**src/rtl/id_ex_stage_reg_pkg.sv**
```systemverilog
`default_nettype none
// ============================================================================
//  Module      : id_ex_stage_reg_pkg
//  Description : Shared constants for the ID/EX pipeline register. Holds the
//                EX operand-mux select encoding and the default widths.
//  Revision    : 1.0  initial release
// ============================================================================
package id_ex_stage_reg_pkg;

    // EX operand / forwarding mux select codes
    localparam logic [1:0] FWD_REGFILE = 2'b00;
    localparam logic [1:0] FWD_EXMEM   = 2'b01;
    localparam logic [1:0] FWD_MEMWB   = 2'b10;
    localparam logic [1:0] FWD_IMM     = 2'b11;

    // Default datapath and register-index widths
    localparam int DEFAULT_NB_DATA = 32;
    localparam int DEFAULT_NB_REG  = 5;

endpackage
`default_nettype wire

```
**src/rtl/id_ex_stage_reg_fwd_select.sv**
```systemverilog
`default_nettype none
// ============================================================================
//  Module      : id_ex_stage_reg_fwd_select
//  Description : Combinational forwarding match for one source index. The
//                "near" candidate is the instruction now in ID/EX (it will be
//                in EX/MEM next cycle); the "far" candidate is the one now in
//                EX/MEM (MEM/WB next cycle). Near wins; index 0 never matches.
//  Revision    : 1.0  initial release
// ============================================================================
module id_ex_stage_reg_fwd_select
    import id_ex_stage_reg_pkg::*;
#(
    parameter int NB_REG = DEFAULT_NB_REG
) (
    input  logic [NB_REG-1:0] i_src_idx,
    input  logic              i_near_wr,
    input  logic [NB_REG-1:0] i_near_rd,
    input  logic              i_far_wr,
    input  logic [NB_REG-1:0] i_far_rd,
    output logic [1:0]        o_sel
);

    logic w_near_hit;
    logic w_far_hit;

    assign w_near_hit = i_near_wr && (i_near_rd != '0) && (i_near_rd == i_src_idx);
    assign w_far_hit  = i_far_wr  && (i_far_rd  != '0) && (i_far_rd  == i_src_idx);

    // Priority encode: most recent producer first
    always_comb begin
        o_sel = FWD_REGFILE;
        if (w_near_hit) begin
            o_sel = FWD_EXMEM;
        end else if (w_far_hit) begin
            o_sel = FWD_MEMWB;
        end
    end

endmodule
`default_nettype wire

```
**src/rtl/id_ex_stage_reg.sv**
```systemverilog
`default_nettype none
// ============================================================================
//  Module      : id_ex_stage_reg
//  Description : ID/EX pipeline register. Captures operands, immediate and
//                control from ID, precomputes the three EX operand-mux
//                selects one cycle early and flags load-use hazards against
//                the instruction it currently holds.
//  Config      : ID_EX_FWD_PRECOMPUTE_EN - when defined, forwarding selects
//                are computed from index compares; when undefined only the
//                immediate select on ALU B is produced.
//  Revision    : 1.0  initial release
// ============================================================================
module id_ex_stage_reg
    import id_ex_stage_reg_pkg::*;
#(
    parameter int NB_DATA = DEFAULT_NB_DATA,
    parameter int NB_REG  = DEFAULT_NB_REG,
    parameter int NB_CTRL = 8
) (
    input  logic               i_clk,
    input  logic               i_reset,
    input  logic               i_enable,
    input  logic               i_flush,
    input  logic               i_valid,
    input  logic [NB_REG-1:0]  i_rs,
    input  logic [NB_REG-1:0]  i_rt,
    input  logic [NB_REG-1:0]  i_rd,
    input  logic [NB_DATA-1:0] i_rs_data,
    input  logic [NB_DATA-1:0] i_rt_data,
    input  logic [NB_DATA-1:0] i_imm,
    input  logic               i_alu_src,
    input  logic               i_uses_rt,
    input  logic               i_reg_write,
    input  logic               i_mem_read,
    input  logic               i_mem_write,
    input  logic [NB_CTRL-1:0] i_ctrl,
    input  logic [NB_REG-1:0]  i_exmem_rd,
    input  logic               i_exmem_reg_write,
    output logic               o_valid,
    output logic               o_reg_write,
    output logic               o_mem_read,
    output logic               o_mem_write,
    output logic [NB_REG-1:0]  o_rs,
    output logic [NB_REG-1:0]  o_rt,
    output logic [NB_REG-1:0]  o_rd,
    output logic [NB_DATA-1:0] o_rs_data,
    output logic [NB_DATA-1:0] o_rt_data,
    output logic [NB_DATA-1:0] o_imm,
    output logic [NB_CTRL-1:0] o_ctrl,
    output logic [1:0]         o_fwd_a_sel,
    output logic [1:0]         o_fwd_b_sel,
    output logic [1:0]         o_fwd_st_sel,
    output logic               o_load_use_hazard
);

    logic               valid_q,     valid_d;
    logic               reg_write_q, reg_write_d;
    logic               mem_read_q,  mem_read_d;
    logic               mem_write_q, mem_write_d;
    logic [NB_REG-1:0]  rs_q,        rs_d;
    logic [NB_REG-1:0]  rt_q,        rt_d;
    logic [NB_REG-1:0]  rd_q,        rd_d;
    logic [NB_DATA-1:0] rs_data_q,   rs_data_d;
    logic [NB_DATA-1:0] rt_data_q,   rt_data_d;
    logic [NB_DATA-1:0] imm_q,       imm_d;
    logic [NB_CTRL-1:0] ctrl_q,      ctrl_d;
    logic [1:0]         fwd_a_q,     fwd_a_d;
    logic [1:0]         fwd_b_q,     fwd_b_d;
    logic [1:0]         fwd_st_q,    fwd_st_d;

    // Select codes for the instruction currently presented by ID
    logic [1:0] w_fwd_a;
    logic [1:0] w_fwd_b;
    logic [1:0] w_fwd_st;

`ifdef ID_EX_FWD_PRECOMPUTE_EN
    logic       w_near_wr;
    logic [1:0] w_match_a;
    logic [1:0] w_match_b;
    logic [1:0] w_match_st;

    // The held instruction only forwards if it is real and writes a register
    assign w_near_wr = valid_q & reg_write_q;

    id_ex_stage_reg_fwd_select #(.NB_REG(NB_REG)) u_fwd_a (
        .i_src_idx (i_rs),
        .i_near_wr (w_near_wr),
        .i_near_rd (rd_q),
        .i_far_wr  (i_exmem_reg_write),
        .i_far_rd  (i_exmem_rd),
        .o_sel     (w_match_a)
    );

    id_ex_stage_reg_fwd_select #(.NB_REG(NB_REG)) u_fwd_b (
        .i_src_idx (i_rt),
        .i_near_wr (w_near_wr),
        .i_near_rd (rd_q),
        .i_far_wr  (i_exmem_reg_write),
        .i_far_rd  (i_exmem_rd),
        .o_sel     (w_match_b)
    );

    id_ex_stage_reg_fwd_select #(.NB_REG(NB_REG)) u_fwd_st (
        .i_src_idx (i_rt),
        .i_near_wr (w_near_wr),
        .i_near_rd (rd_q),
        .i_far_wr  (i_exmem_reg_write),
        .i_far_rd  (i_exmem_rd),
        .o_sel     (w_match_st)
    );

    assign w_fwd_a  = w_match_a;
    assign w_fwd_st = w_match_st;
    assign w_fwd_b  = i_alu_src ? FWD_IMM : w_match_b;
`else
    // No compare logic: register file everywhere, immediate on ALU B
    logic w_unused_exmem;

    assign w_unused_exmem = &{1'b0, i_exmem_rd, i_exmem_reg_write};
    assign w_fwd_a        = FWD_REGFILE;
    assign w_fwd_st       = FWD_REGFILE;
    assign w_fwd_b        = i_alu_src ? FWD_IMM : FWD_REGFILE;
`endif

    // Next state: hold when disabled, bubble on flush, otherwise load
    always_comb begin
        valid_d     = valid_q;
        reg_write_d = reg_write_q;
        mem_read_d  = mem_read_q;
        mem_write_d = mem_write_q;
        rs_d        = rs_q;
        rt_d        = rt_q;
        rd_d        = rd_q;
        rs_data_d   = rs_data_q;
        rt_data_d   = rt_data_q;
        imm_d       = imm_q;
        ctrl_d      = ctrl_q;
        fwd_a_d     = fwd_a_q;
        fwd_b_d     = fwd_b_q;
        fwd_st_d    = fwd_st_q;
        if (i_enable) begin
            // Payload loads even for a bubble; it is never consumed then
            rs_d      = i_rs;
            rt_d      = i_rt;
            rd_d      = i_rd;
            rs_data_d = i_rs_data;
            rt_data_d = i_rt_data;
            imm_d     = i_imm;
            ctrl_d    = i_ctrl;
            if (i_flush) begin
                valid_d     = 1'b0;
                reg_write_d = 1'b0;
                mem_read_d  = 1'b0;
                mem_write_d = 1'b0;
                fwd_a_d     = FWD_REGFILE;
                fwd_b_d     = FWD_REGFILE;
                fwd_st_d    = FWD_REGFILE;
            end else begin
                valid_d     = i_valid;
                reg_write_d = i_reg_write & i_valid;
                mem_read_d  = i_mem_read  & i_valid;
                mem_write_d = i_mem_write & i_valid;
                fwd_a_d     = w_fwd_a;
                fwd_b_d     = w_fwd_b;
                fwd_st_d    = w_fwd_st;
            end
        end
    end

    // Pipeline register with asynchronous clear
    always_ff @(posedge i_clk or posedge i_reset) begin
        if (i_reset) begin
            valid_q     <= 1'b0;
            reg_write_q <= 1'b0;
            mem_read_q  <= 1'b0;
            mem_write_q <= 1'b0;
            rs_q        <= '0;
            rt_q        <= '0;
            rd_q        <= '0;
            rs_data_q   <= '0;
            rt_data_q   <= '0;
            imm_q       <= '0;
            ctrl_q      <= '0;
            fwd_a_q     <= FWD_REGFILE;
            fwd_b_q     <= FWD_REGFILE;
            fwd_st_q    <= FWD_REGFILE;
        end else begin
            valid_q     <= valid_d;
            reg_write_q <= reg_write_d;
            mem_read_q  <= mem_read_d;
            mem_write_q <= mem_write_d;
            rs_q        <= rs_d;
            rt_q        <= rt_d;
            rd_q        <= rd_d;
            rs_data_q   <= rs_data_d;
            rt_data_q   <= rt_data_d;
            imm_q       <= imm_d;
            ctrl_q      <= ctrl_d;
            fwd_a_q     <= fwd_a_d;
            fwd_b_q     <= fwd_b_d;
            fwd_st_q    <= fwd_st_d;
        end
    end

    // A held load whose destination ID needs next cycle cannot be forwarded
    assign o_load_use_hazard = valid_q & mem_read_q & (rd_q != '0) &
                               ((rd_q == i_rs) | (i_uses_rt & (rd_q == i_rt))) &
                               i_valid;

    assign o_valid      = valid_q;
    assign o_reg_write  = reg_write_q;
    assign o_mem_read   = mem_read_q;
    assign o_mem_write  = mem_write_q;
    assign o_rs         = rs_q;
    assign o_rt         = rt_q;
    assign o_rd         = rd_q;
    assign o_rs_data    = rs_data_q;
    assign o_rt_data    = rt_data_q;
    assign o_imm        = imm_q;
    assign o_ctrl       = ctrl_q;
    assign o_fwd_a_sel  = fwd_a_q;
    assign o_fwd_b_sel  = fwd_b_q;
    assign o_fwd_st_sel = fwd_st_q;

endmodule
`default_nettype wire

```
**config.mk**
```make
export PLATFORM = sky130hd
export DESIGN_NAME = id_ex_stage_reg
export DESIGN_NICKNAME = d
export VERILOG_FILES = /design/src/rtl/id_ex_stage_reg_pkg.sv /design/src/rtl/id_ex_stage_reg_fwd_select.sv /design/src/rtl/id_ex_stage_reg.sv
export SDC_FILE = /design/constraint.sdc
export NUM_CORES = 1
export LEC_CHECK = 0
export ABC_AREA = 0
export CAP_MARGIN = 20
export CORE_AREA = 5 5 122 124
export CTS_BUF_LIST = sky130_fd_sc_hd__clkbuf_8
export DETAILED_ROUTE_END_ITERATION = 10
export DIE_AREA = 0 0 127 129
export PLACE_DENSITY = 0.77
export REMOVE_ABC_BUFFERS = 1
export SYNTH_ARGS = -nofsm -noshare
export SYNTH_HDL_FRONTEND = slang
export SYNTH_HIERARCHICAL = 1
export SYNTH_SLANG_ARGS = --single-unit
```
**constraint.sdc**
```tcl
create_clock -name i_clk -period 3.9 [get_ports i_clk]
set_input_delay 0.78 -clock i_clk [delete_from_list [all_inputs] [get_ports i_clk]]
set_output_delay 0.78 -clock i_clk [all_outputs]
set_load 0.01 [all_outputs]
```
* Yosys cells after proc, flatten, opt, wreduce, memory -nomap -nowiden *
Index checks and enable logic that the tools add are counted.

word-level totals
  input bits = 135
  word-level logic and storage cells = 30
  register bits = 125
  bits in read-only memories = 0
  latch bits = 0
  bits in writable memories = 0
  memories = 0

operators by class
  $mul = 0
  $lt $le $gt $ge = 0
  reductions and logical operators = 1
  div/mod/pow operators = 0
  eq/ne operators = 2
  multiplexer cells = 6
  shift-type cells = 0
  add/sub/neg operators = 0
  bitwise gates (word level) = 9

operators by type and width
  kind                 number
  5-bit equality test  2
  1-bit AND            8
  5-bit nonzero test   1
  1-bit two-way mux    4
  2-bit two-way mux    2
  1-bit bitwise OR     1

* Logic depth before layout (Yosys ltp) *
Gate-level depths: netlist of the first run.

  depth after elaboration = 5
  gate-level depth with buffers = 4
  depth with buffers taken out = 4

* Worst setup path after synthesis of the first run *
OpenSTA, ideal clock, no wires.

  path kind = input-to-output
  from = input port i_rt[1]
  to = output port o_load_use_hazard
  arrival time = 1.499 ns
  buffers on the path = 0
  cell stages on the path = 4
  setup slack = 1.621 ns
  cells stage by stage = xor2_1 -> nor4_1 -> nand3_1 -> a21oi_1

on the way
  word-level cells in the longest chain between the ends = 5

RTL lines
  item                 line                    text
  from (decl)          id_ex_stage_reg.sv:26   input logic [NB_REG-1:0] i_rt,
  5-bit equality test  id_ex_stage_reg.sv:207  ((rd_q == i_rs) | (i_uses_rt & (rd_q == i_rt))) &
  1-bit AND            id_ex_stage_reg.sv:207
  1-bit bitwise OR     id_ex_stage_reg.sv:207
  1-bit AND            id_ex_stage_reg.sv:206  assign o_load_use_hazard = valid_q & mem_read_q & (rd_q != '0) &
  1-bit AND            id_ex_stage_reg.sv:207
  to (decl)            id_ex_stage_reg.sv:53   output logic o_load_use_hazard

Every way passes these cells.

* Worst setup path in the final report of the first run *
  from = input port i_rt[4]
  to = output port o_load_use_hazard

The elaborated chain is that of the path after synthesis.

==> results_dict.tcl, run 1 <==
set metrics [dict create \
    switching_share_pct 23.3 \
    r2r-start "o_rd[2]$_DFFE_PP0P_" \
    hold_slack_ns 0.505 \
    status "complete, no violations" \
    p_seq_share_pct 44.0 \
    total_leakage_power_uw 0.00326 \
    placed_area_um2 7480 \
    final_cell_mix "clkdlybuf4s50_1, dfrtp_1, mux2_2" \
    ctsHtreeMaxLevel 4 \
    max_freq_mhz 284 \
    crit_buf_inv 2 \
    path_common_cell "clkdlybuf4s50_1" \
    crit_path_max_fanout 2 \
    r2r_end "o_rd[2]$_DFFE_PP0P_" \
    grt_max_degree 67 \
    post-cts-setup-buffer-count 0 \
    viasPerCell 4.48 \
    holdPathEnd "o_imm[0]$_DFFE_PP0P_" \
    num_antenna_cells 0 \
    ys.flop_type "dfrtp_1" \
    hp-class "flip-flop to flip-flop" \
    rows 43 \
    top_layer_used "met5" \
    clock_latency_ns 0.42 \
    timing.final.crit_share_pct 90.2 \
    rsz0062_at_grt "false" \
    dr_wl_met3_mm 1.16 \
    die_w_um 127 \
    hold_start "o_imm[0]$_DFFE_PP0P_" \
    cts_tree "yes" \
    p_int_uw 2590 \
    dieArea_um2 16400 \
    drc 0 \
    p_comb_share_pct 20.3 \
    worst_pin_slew_ns 0.763 \
    hold_viol 0 \
    final_common_cell "clkdlybuf4s50_1" \
    clock_path_buffers 2 \
    start_kind "input pin" \
    gp_congestion 0.751 \
    grtUsageTotal_pct 16.0 \
    routed_wl_mm 12.9 \
    fin_area_um2 7920 \
    crit_path_end_kind "primary output" \
    cts_buffers 17 \
    netSwitchingPower_uw 784 \
    arrival_ns 2.74 \
    synth_area_um2 4760 \
    fin_tns_setup_ns 0 \
    crit_path_top_delay_cell "clkdlybuf4s50_1" \
    worstRegToRegCells 1 \
    path_delay_family "buffers and inverters" \
    cts_resized 0 \
    maxCapViolCount 0 \
    path_cells "clkdlybuf4s50_1, xor2_1, nor4_1, nand3_1, a21oi_1, clkdlybuf4s50_1" \
    p_clk_share_pct 35.6 \
    avgRoutedWirePerCell_um 17.2 \
    yosysUniqueCellTypes 18 \
    path_class "input pin to primary output" \
    cpPeakStageDelay_ns 0.58 \
    yosys_warnings 6 \
    die_h_um 129 \
    routed-wl-met2_mm 6.56 \
    netlist_instances 296 \
    firstDrtPassIters 4 \
    hpwl_mm 9.75 \
    io_buffer_count 254 \
    slew_headroom_pct 49.1 \
    vdd_drop_max_uv 218 \
    r2r_slack_ns 3.03 \
    drtIter0Drc 82 \
    ys_ff_latch 124 \
    wl_met1_mm 4.73 \
    grt_pass1_wl_mm 20.3 \
    clockRootBuffer "clkbuf_8" \
    async_flop_share_pct 100 \
    vias 3359 \
    nNetsFinal 691 \
    power_density_nw_per_um2 426 \
    antenna_left 0 \
    io_pins 265 \
    finalMaxSlewViolations 0 \
    area_delta_synth_final_pct 66.2 \
    finClkSkew_ns 0 \
    crit_required_ns 3.12 \
    grt_pass1_vias 3825 \
    finalCriticalPeriod_ns 3.52 \
    antenna_found_initial 1 \
    whs_path_depth 1 \
    clk_pin_slew_ns 0.07 \
    place_ws_ns 0.369 \
    drive_above_1_share_pct 26.7 \
    hold_buffers 0 \
    finalSetupViolations 0 \
    synth-edff-count 0 \
    core_area_um2 13700 \
    setup_ws_ns 0.381 \
    grt-ovfl-total 0 \
    syn_avg_cell_area_um2 16.1 \
    ys_seq_area_share_pct 65.1 \
    cts.sinks 124 \
    start_util_pct 34.9 \
]
-- power by group through the flow --
stage | Sequential (uW) | Combinational, uW | Clock, uW
after floorplan | 1560 | 166 | 0
after global placement | 1500 | 685 | 0
after detailed placement | 1510 | 695 | 0
after CTS | 1490 | 699 | 1240
after global routing | 1500 | 730 | 1300
final | 1480 | 684 | 1200
-- cell usage after synthesis (2+ instances only) --
| library cell | instances | area share [%] |
|---|---|---|
| buf_2 | 14 | 1.5 |
| xor2_1 | 7 | 1.3 |
| inv_1 | 6 | 0.47 |
| nand3_1 | 2 | 0.21 |
| o22ai_1 | 4 | 0.53 |
| dfrtp_1 | 124 | 65 |
| nand2_1 | 4 | 0.32 |
| buf_4 | 5 | 0.79 |
| mux2_2 | 119 | 28 |
| xnor2_1 | 3 | 0.55 |
-- kinds of logic (layout without fill, tap and decap cells) --
logic type	count (synthesis)	in the layout	synth area share, %
flip-flops	124	124	65.1
AO/OA/AOI/OAI	6	6	0.814
multiplexers	120	120	28.3
other	1	4	0.0787
AND/OR/NAND/NOR	10	10	1.05
XOR/XNOR	10	10	1.84
buffers and inverters	25	295	2.73
-- worst max-delay path by stage --
stage / to / cells after the start / slack [ns] / from
floorplan: o_ctrl[0]$_DFFE_PP0P_ / 1 / -0.18 / i_reset
CTS: o_load_use_hazard / 6 / 0.37 / i_rt[4]
finish: o_load_use_hazard / 6 / 0.38 / i_rt[4]
global placement: o_load_use_hazard / 6 / 0.33 / i_rt[1]
global route: o_load_use_hazard / 6 / 0.28 / i_rt[1]
detailed placement: o_load_use_hazard / 6 / 0.37 / i_rt[4]
-- sequential cells by signal, indices dropped and copies added (netlist names) --
| register | count |
|---|---|
| o_mem_write | 1 |
| o_fwd_b_sel | 1 |
| o_reg_write | 1 |
| o_rt_data | 32 |
| o_imm | 32 |
| o_valid | 1 |
| o_ctrl | 8 |
| o_rt | 5 |
| o_rs_data | 32 |
| o_mem_read | 1 |
| o_rd | 5 |
| o_rs | 5 |
-- layer usage --
metal  up-vias  track usage (%)
met5         -                0
met2       157             27.1
met1      1628             17.2
met4         2             7.76
li1       1543                -
met3        29             6.89
-- cell type report --
type,instances,area [um2]
timing repair buffer,257,2590
tap,180,225
multi-input combinational,150,1540
sequential,124,3100
clock inverter,9,118
inverter,6,25.0
clock buffer,23,317
fill,1109,5750
-- per-stage QoR --
stage	power, uW	instances	utilization [%]
2_1_floorplan	1730	280	-
3_3_place_gp	2190	717	54.8
3_5_place_dp	2200	717	54.8
4_1_cts	3430	749	57.9
5_1_grt	3540	749	57.9
6_report	3370	749	57.9
Note: power is estimated with default switching activity, not from simulation.
==> run 2: changes to the inputs <==
HOLD_SLACK_MARGIN = 0.03   (was default)
==> results of run 2 <==
The final DEF is identical to that of run 1; final timing and power are the same.
==> run 3: changes to the inputs <==
CORE_AREA = 10 10 117 119   (was 5 5 122 124)
PLACE_DENSITY = 0.86   (was 0.77)
clock period = 4.1 ns   (was 3.9 ns; I/O delays follow)
==> run 3 against run 2 <==
First-iteration DRC count increased by 23%; largest power group unchanged; critical path depth unchanged; setup slack improved by 0.21 ns; sequential share of layout area increased by 0.26 points; hold slack got worse by 0.0011 ns; sequential power decreased by 5%; clock-buffer cell count decreased by 2; register-to-register slack improved by 0.23 ns; combinational power decreased by 3.4%; largest cell class unchanged; global-route usage increased by 1.2 points; clock power decreased by 6%.
==> results_dict.tcl, run 3 (synthesis results as in run 1) <==
set metrics [dict create \
    grt_pass1_wl_mm 21.9 \
    drive_above_1_share_pct 27.3 \
    fin_area_um2 7860 \
    start_util_pct 42.1 \
    fillers 795 \
    arrival_ns 2.69 \
    finClkSkew_ns 0 \
    slew_headroom_pct 45.7 \
    num_antenna_cells 0 \
    nNetsFinal 691 \
    cts_tree "yes" \
    place_ws_ns 0.599 \
    crit_path_top_delay_cell "clkdlybuf4s50_1" \
    finalCriticalPeriod_ns 3.51 \
    crit_path_end_kind "primary output" \
    critPathLaunch "i_rt[1]" \
    total_leakage_power_uw 0.00324 \
    path_class "input pin to primary output" \
    fin_tns_setup_ns 0 \
    max_freq_mhz 285 \
    grt_max_degree 67 \
    ctsHtreeMaxLevel 4 \
    die_w_um 127 \
    maxCapViolCount 0 \
    final_common_cell "clkdlybuf4s50_1" \
    antenna_left 0 \
    gp_congestion 0.755 \
    dieArea_um2 16400 \
    r2r-start "o_rd[3]$_DFFE_PP0P_" \
    crit_required_ns 3.28 \
    io_pins 265 \
    routed_wl_mm 14.3 \
    timing.final.crit_share_pct 85.5 \
    power_uw 3210 \
    hpwl_mm 11.3 \
    firstDrtPassIters 4 \
    worst_pin_slew_ns 0.815 \
    post-cts-setup-buffer-count 0 \
    hold_slack_ns 0.504 \
    power_density_nw_per_um2 408 \
    area_delta_synth_final_pct 65.1 \
    start_kind "input pin" \
    path_cells "clkdlybuf4s50_1, xor2_1, nor4_1, nand3_1, a21oi_1, clkdlybuf4s50_1" \
    cts_resized 0 \
    vdd_drop_max_uv 244 \
    final_cell_mix "clkdlybuf4s50_1, dfrtp_1, mux2_2" \
    status "complete, no violations" \
    r2r_end "o_rd[3]$_DFFE_PP0P_" \
    worstRegToRegCells 1 \
    cts_buffers 17 \
    cts.sinks 124 \
    clockRootBuffer "clkbuf_8" \
    rows 39 \
    clk_pin_slew_ns 0.07 \
    finalMaxSlewViolations 0 \
    path_common_cell "clkdlybuf4s50_1" \
    viasPerCell 4.77 \
    hold_buffers 0 \
    clock_latency_ns 0.41 \
    cpPeakStageDelay_ns 0.59 \
    drc 0 \
    vias 3394 \
    hp-class "flip-flop to flip-flop" \
    io_buffer_count 254 \
    setup_ws_ns 0.594 \
    placed_area_um2 7440 \
    antenna_found_initial 0 \
    drtIter0Drc 101 \
    clock_path_buffers 2 \
    core_area_um2 11300 \
    critPathCapture "o_load_use_hazard" \
    avgRoutedWirePerCell_um 20.1 \
    grt-ovfl-total 0 \
    rsz0062_at_grt "false" \
    r2r_slack_ns 3.26 \
    hold_viol 0 \
    die_h_um 129 \
    grt_pass1_vias 3962 \
    crit_path_max_fanout 2 \
    grtUsageTotal_pct 17.2 \
    finalSetupViolations 0 \
]
==> run 3: metal layers <==
layer	part of all wire, %	global-route usage (%)	vias to the layer above	routed length, um
li1	-	-	1546	-
met1	36	17.1	1675	5130
met2	52	30.0	160	7420
met3	11	9.65	13	1590
met4	1.2	5.29	0	178
met5	0	0	-	0
==> run 3: report_power, final <==
group          leakage, uW  internal (uW)  switching, uW
logic              0.00157            425            236
clock network     0.000206            662            471
registers          0.00146           1340           68.0
==> run 3: worst max-delay path, delay by kind of cell <==
| family | cells | cell delay, ns |
|---|---|---|
| AO/OA/AOI/OAI | 1 | 0.17 |
| XOR/XNOR | 1 | 0.15 |
| buffers and inverters | 2 | 1.02 |
| AND/OR/NAND/NOR | 2 | 0.53 |
==> run 3: per-stage QoR <==
stage | instances | util [%]
after global placement | 680 | 65.7
after floorplan | 280 | -
after detailed placement | 680 | 65.7
after global routing | 711 | 69.5
after CTS | 711 | 69.5
final | 711 | 69.5
==> run 3: worst min-delay path by stage <==
stage	cells after the start	end	startpoint	slack [ns]
2_1_floorplan	1	o_ctrl[0]$_DFFE_PP0P_	o_ctrl[0]$_DFFE_PP0P_	0.55
3_3_place_gp	1	o_rs_data[2]$_DFFE_PP0P_	o_rs_data[2]$_DFFE_PP0P_	0.49
3_5_place_dp	1	o_rs_data[19]$_DFFE_PP0P_	o_rs_data[19]$_DFFE_PP0P_	0.49
4_1_cts	1	o_rs_data[19]$_DFFE_PP0P_	o_rs_data[19]$_DFFE_PP0P_	0.51
5_1_grt	1	o_rs_data[28]$_DFFE_PP0P_	o_rs_data[28]$_DFFE_PP0P_	0.52
6_report	1	o_rs_data[9]$_DFFE_PP0P_	o_rs_data[9]$_DFFE_PP0P_	0.50
==> run 3: layout make-up <==
cell class | count | area [um2] | share of cell area (%)
clock buffer | 21 | 289 | 3.68
clock inverter | 10 | 139 | 1.77
inverter | 6 | 25.0 | 0.318
multi-input combinational | 150 | 1540 | 19.6
sequential | 124 | 3100 | 39.5
tap | 143 | 179 | 2.28
timing repair buffer | 257 | 2590 | 32.9
